===== src/rtl/int_pc_redirect_pkg.sv =====
// Shared definitions for the interrupt/eret PC redirect unit and the control decoder.
package int_pc_redirect_pkg;

    typedef enum logic {
        ST_IDLE = 1'b0,
        ST_ISR  = 1'b1
    } state_e;

    localparam logic [31:0] VECTOR_DEFAULT = 32'h0000_0004;
    localparam logic [5:0]  OPC_ERET       = 6'b010000;

    function automatic logic is_eret_op(input logic [5:0] opcode);
        return opcode == OPC_ERET;
    endfunction

endpackage


===== src/rtl/int_pc_redirect_int_sync.sv =====
// Synchroniser chain for the external interrupt plus a rising-edge detector
// producing a one-cycle rise pulse.
module int_sync #(
    parameter int SYNC_STAGES = 2
) (
    input  logic clk,
    input  logic rst,
    input  logic async_i,
    output logic rise_o
);

    logic [SYNC_STAGES-1:0] sync_q;
    logic [SYNC_STAGES-1:0] fill_q;
    logic                   prev_q;
    logic                   prev_d;

    // prev_q holds 1 until the chain has refilled after reset, so a level that
    // was already high through reset is not mistaken for a new edge.
    assign prev_d = fill_q[SYNC_STAGES-1] ? sync_q[SYNC_STAGES-1] : 1'b1;
    assign rise_o = sync_q[SYNC_STAGES-1] & ~prev_q;

    always_ff @(posedge clk or posedge rst) begin
        if (rst) begin
            sync_q <= '0;
            fill_q <= '0;
            prev_q <= 1'b1;
        end else begin
            sync_q <= {sync_q[SYNC_STAGES-2:0], async_i};
            fill_q <= {fill_q[SYNC_STAGES-2:0], 1'b1};
            prev_q <= prev_d;
        end
    end

endmodule


===== src/rtl/int_pc_redirect.sv =====
// Interrupt entry / eret return PC redirect with EPC save and pending request.
// Optional interrupt mask input is enabled by defining INT_MASK_EN.
module int_pc_redirect
    import int_pc_redirect_pkg::*;
#(
    parameter logic [31:0] VECTOR      = VECTOR_DEFAULT,
    parameter logic [31:0] EPC_RST     = 32'h0000_0000,
    parameter int          SYNC_STAGES = 2
) (
    input  logic        clk,
    input  logic        rst,
    input  logic        INT,
    input  logic        eret,
    input  logic        cpu_stall,
`ifdef INT_MASK_EN
    input  logic        int_mask,
`endif
    input  logic [31:0] pc_next,
    output logic [31:0] pc_out,
    output logic        int_code,
    output logic        int_ack,
    output logic [31:0] epc
);

    state_e      state_q, state_d;
    logic        pending_q, pending_d;
    logic [31:0] epc_q, epc_d;
    logic        int_rise;
    logic        mask;

`ifdef INT_MASK_EN
    assign mask = int_mask;
`else
    assign mask = 1'b0;
`endif

    int_sync #(
        .SYNC_STAGES(SYNC_STAGES)
    ) u_int_sync (
        .clk    (clk),
        .rst    (rst),
        .async_i(INT),
        .rise_o (int_rise)
    );

    always_ff @(posedge clk or posedge rst) begin
        if (rst) begin
            state_q   <= ST_IDLE;
            pending_q <= 1'b0;
            epc_q     <= EPC_RST;
        end else begin
            state_q   <= state_d;
            pending_q <= pending_d;
            epc_q     <= epc_d;
        end
    end

    always_comb begin
        state_d   = state_q;
        pending_d = pending_q | int_rise;
        epc_d     = epc_q;
        pc_out    = pc_next;
        int_ack   = 1'b0;
        case (state_q)
            ST_IDLE: begin
                if (pending_q && !cpu_stall && !mask) begin
                    // An edge landing in the take cycle stays pending for later.
                    pc_out    = VECTOR;
                    epc_d     = pc_next;
                    pending_d = int_rise;
                    int_ack   = 1'b1;
                    state_d   = ST_ISR;
                end
            end
            ST_ISR: begin
                if (eret && !cpu_stall) begin
                    pc_out  = epc_q;
                    state_d = ST_IDLE;
                end
            end
            default: begin
                state_d = ST_IDLE;
            end
        endcase
    end

    assign int_code = (state_q == ST_ISR);
    assign epc      = epc_q;

endmodule

===== config.mk =====
export PLATFORM = sky130hd
export DESIGN_NAME = int_pc_redirect
export DESIGN_NICKNAME = d
export VERILOG_FILES = /design/src/rtl/int_pc_redirect_pkg.sv /design/src/rtl/int_pc_redirect_int_sync.sv /design/src/rtl/int_pc_redirect.sv
export SDC_FILE = /design/constraint.sdc
export NUM_CORES = 1
export LEC_CHECK = 0
export CORE_ASPECT_RATIO = 0.75
export CORE_UTILIZATION = 38
export DETAILED_ROUTE_END_ITERATION = 7
export PLACE_DENSITY = 0.77
export SLEW_MARGIN = 20
export SYNTH_ARGS = -nofsm -noshare
export SYNTH_HDL_FRONTEND = slang
export SYNTH_SLANG_ARGS = --single-unit

===== constraint.sdc =====
create_clock -name clk -period 1.45 [get_ports clk]
set_clock_uncertainty 0.05 [all_clocks]
set_input_delay 0.3625 -clock clk [delete_from_list [all_inputs] [get_ports clk]]
set_output_delay 0.3625 -clock clk [all_outputs]
set_load 0.05 [all_outputs]

# --- After elaboration in Yosys (flattened, before gate mapping) ---
# Index checks and enable logic that the tools add are counted.
word_totals:
  output_inout_bits: 66
  wordCells: 24
  register_bits: 39
classes:
  bitwise_logic: 4
  muxes: 10
  reduce_logical: 4
op_table:
  columns: ["op", "count"]
  rows:
  - ["32-bit 2-to-1 mux", 2]
  - ["32-bit case mux with 2 select lines", 1]
  - ["1-bit 2-to-1 mux", 6]
  - ["1-bit logical AND", 2]
  - ["1-bit NOT", 2]
  - ["1-bit case mux with 2 select lines", 1]
  - ["2-bit AND reduction", 1]
  - ["1-bit AND", 1]
  - ["1-bit zero test", 1]
  - ["1-bit bitwise OR", 1]

# --- Depth between registers and ports, before layout ---
logic_depth:
  depth_word: 5
  ltp_mapped: 4
  mapped_depth_nobuf: 2

# --- By module ---
# Synthesis repeated with hierarchy kept, for this count alone.
hier_totals:
  cells_unflattened: 229
  area_unflattened_um2: 2297.2
by_module_without_submodules:
  columns: ["mod", "cells_per_inst", "n_inst", "area_per_inst_um2"]
  rows:
  - ["int_pc_redirect", 220, 1, 2143.3]
  - ["int_sync", 9, 1, 153.9]

# --- Worst setup path before layout ---
# No wires, ideal clock.
synth_path:
  path_type: "register to output"
  from: "register state_q (netlist: int_code)"
  to: "output pc_out[10]"
  t_arrival_ns: 2.067
  setup_slack_ns: -1.030
  stages_incl_launch_ff: 5
  path_cell_list: "dfrtp_1 buf_2 buf_2 nand2_1 o221ai_1"
synth_via:
  elab_chain_len: 2
synth_lines:
  columns: ["element", "line", "rtl"]
  rows:
  - ["from (decl)", "int_pc_redirect.sv:25", "state_e state_q, state_d;"]
  - ["from (signal assigned)", "int_pc_redirect.sv:52", "state_q <= state_d;"]
  - ["1-bit NOT", null, null]
  - ["32-bit case mux with 2 select lines (*)", "int_pc_redirect.sv:64", "case (state_q)"]
  - ["to (decl)", "int_pc_redirect.sv:19", "output logic [31:0] pc_out,"]
# Every way passes the cells marked *; elsewhere a longest branch is shown, timed or not.

# --- Final worst setup path ---
layout_path:
  from: "register state_q (netlist: int_code)"
  to: "output pc_out[21]"
# Same word-level chain as after synthesis.

==> results.cfg <==
[grt]
antenna_found_initial = 0
grt-ovfl-total = 0
grtUsageTotal_pct = 36.1
grt_pass1_vias = 2789
grt_first_pass_wirelength_um = 17100
grt_max_degree = 37

[timing]
setup_viol = 70
finalMaxSlewViolations = 0
max_freq_mhz = 471
fin_crit_ns = 2.12
period_share_pct = 146
rsz0062_at_grt = true
setup_slack_ns = -0.672
hold_viol = 0

[setup_path]
slowest_delay_ns = 0.45
end_kind = output port
critical_path.cell_chain = buf_4 > clkbuf_16 > nand3b_1 > o221ai_4 > buf_12
startpoint_type = register
slowest_stage = dfrtp_2
critPathArrivalTime_ns = 1.71
cp_max_fo = 18
criticalPathCategory = register to output port
crit_required_ns = 1.04

[clocking]
path_clk_slew_ns = 0.09
cts_max_level = 2
cts_hold_buf = 0
clkSinkCount = 39
clock_path_buffers = 2
cts_root_buffer = clkbuf_8
cts_tree = yes
clock_latency_ns = 0.31
cts_buffers = 5

[drt]
antenna_left = 0
drt_first_pass_iters = 5
drtIter0Drc = 186
wl_met1_um = 4660
via_per_inst = 6.12
wl_met2_um = 6340
drcViolationCount = 0
top_layer = met4
vias = 2697
wl_met3_um = 948
wl_per_cell_um = 28.6
wl_um = 12600

[synthesis]
syn_avg_cell_area_um2 = 10.0
yosysUniqueCellTypes = 19
synthCells = 228
synth.net_count = 265
syn_area_mm2 = 0.00228
yosys_warnings = 0
ys_seq_area_share_pct = 42.8
synth_edf_count = 0
synthArstFlopShare_pct = 100
ys_dominant_reg_cell = dfrtp_1
ys_ff_latch = 39

[layout]
area_growth_pct = 136
nets = 399
final_cell_area_mm2 = 0.00539
drive_gt1_share_pct = 52.9
fillers = 154
n_antenna_cell = 0

[power]
total_power_mw = 11.9
vdd_drop_max_uv = 1370
p_leak_nw = 2.26
power_density_mw_per_mm2 = 2210

[status]
run_status = complete, but fails checks
violations = setup timing

[place]
place_congestion = 0.765
placed_cell_area_mm2 = 0.00498
io_buffers = 102
dp_slack_ns = -0.697
dpl.hpwl_um = 6300

[floorplan]
pin_count = 103
initial_core_util_pct = 39.4
num_rows = 24
die_width_um = 91.5
dieArea_mm2 = 0.00632
core-area_mm2 = 0.00580
die_y_um = 69.1

[worst_hold_path]
hp-class = primary input to asynchronous set/reset pin

[run]
cap_violations = 0
[stage by stage]
step / hold WS, ns / setup TNS, ns / util [%] / cells
after floorplan: 0.281 / -17.83 / - / 228
after global placement: 0.282 / -35.70 / 85.9 / 417
after detailed placement: 0.287 / -38.83 / 85.9 / 417
after CTS: 0.304 / -27.31 / 91.9 / 438
after global routing: 0.333 / -32.91 / 93.0 / 441
final: 0.322 / -31.45 / 93.0 / 441
[timing repair]
item / CTS / global route
cloned: 3 / 1
endpoints found under the setup margin: 67 / 67
pin swaps: 3 / 2
setup buffers: 10 / 4
resized for setup: 20 / 7
[power breakdown]
part           internal (mW)  switching, mW  total, mW
Combinational           4.22           4.36       8.58
Sequential              1.57          0.762       2.33
Clock                  0.558          0.444       1.00
Total                   6.34           5.57       11.9
[worst paths after layout]
check                      cells past startpoint  slack [ns]                              to                            from
hold reg to reg                                0        0.33  u_int_sync.sync_q[1]$_DFF_PP0_  u_int_sync.sync_q[0]$_DFF_PP0_
hold / removal                                 2        0.32              int_code$_DFF_PP0_                             rst
max in group asynchronous                      3        0.62             epc[17]$_DFFE_PP0P_                             rst
setup reg to reg                               7       -0.43             epc[11]$_DFFE_PP0P_              int_code$_DFF_PP0_
min in group clk                               0        0.33  u_int_sync.sync_q[1]$_DFF_PP0_  u_int_sync.sync_q[0]$_DFF_PP0_
setup / recovery                               5       -0.67                      pc_out[21]              int_code$_DFF_PP0_
[final cells by class]
cell class	instances	area, um2	share of cell area [%]
Tap cell	78	97.6	1.81
Inverter	33	124	2.30
Multi-Input combinational cell	136	1750	32.6
Timing Repair Buffer	147	2320	43.0
Clock buffer	6	82.6	1.53
Clock inverter	2	35.0	0.650
Sequential cell	39	978	18.2
[cells by family after synthesis]
kind of cell,after synthesis,share of synthesized area [%]
compound gates,36,13.6
flops,39,42.8
simple gates,67,17.2
mux,32,15.8
other cells,1,0.164
buf+inv,53,10.4
[sequential cells by signal, summed over array words and instances (netlist names)]
name / cells
int_code: 1
u_int_sync.prev_q: 1
u_int_sync.sync_q: 2
u_int_sync.fill_q: 2
epc: 32
pending_q: 1
[Yosys cell counts (2+ instances only)]
master    instances  area [um2]
nand2_1          32         120
o21ai_0           2        10.0
mux2_2           30         338
nand3b_1         31         233
o221ai_1         31         272
buf_6             3        33.8
inv_1            33         124
mux2_1            2        22.5
dfrtp_1          38         951
clkbuf_1          5        18.8
nand2b_1          2        12.5
buf_2            12        60.1
[per-layer routing]
layer  global-route usage (%)  vias up
li1                         -     1084
met1                     41.7     1382
met2                     62.7      181
met3                     6.62       50
met4                     20.5        0
met5                        0        -
[cell usage in the layout, fill, tap and decap left out, types with 2 or more instances in the layout]
master	instances
buf_8	3
mux2_4	32
buf_12	80
bufbuf_16	2
o221ai_4	31
dfrtp_1	37
nand3b_1	31
nand2_1	30
o21ai_0	2
clkdlybuf4s50_1	34
dlygate4sd2_1	2
buf_6	4
clkbuf_8	6
inv_1	32
buf_4	20
[critical path, delay by kind of cell, from the launching register on]
family | cells | cell delay [ns]
AO/OA/AOI/OAI | 1 | 0.16
buffers and inverters | 3 | 0.54
flip-flops | 1 | 0.45
AND/OR/NAND/NOR | 1 | 0.23
(Power assumes the default switching activity.)
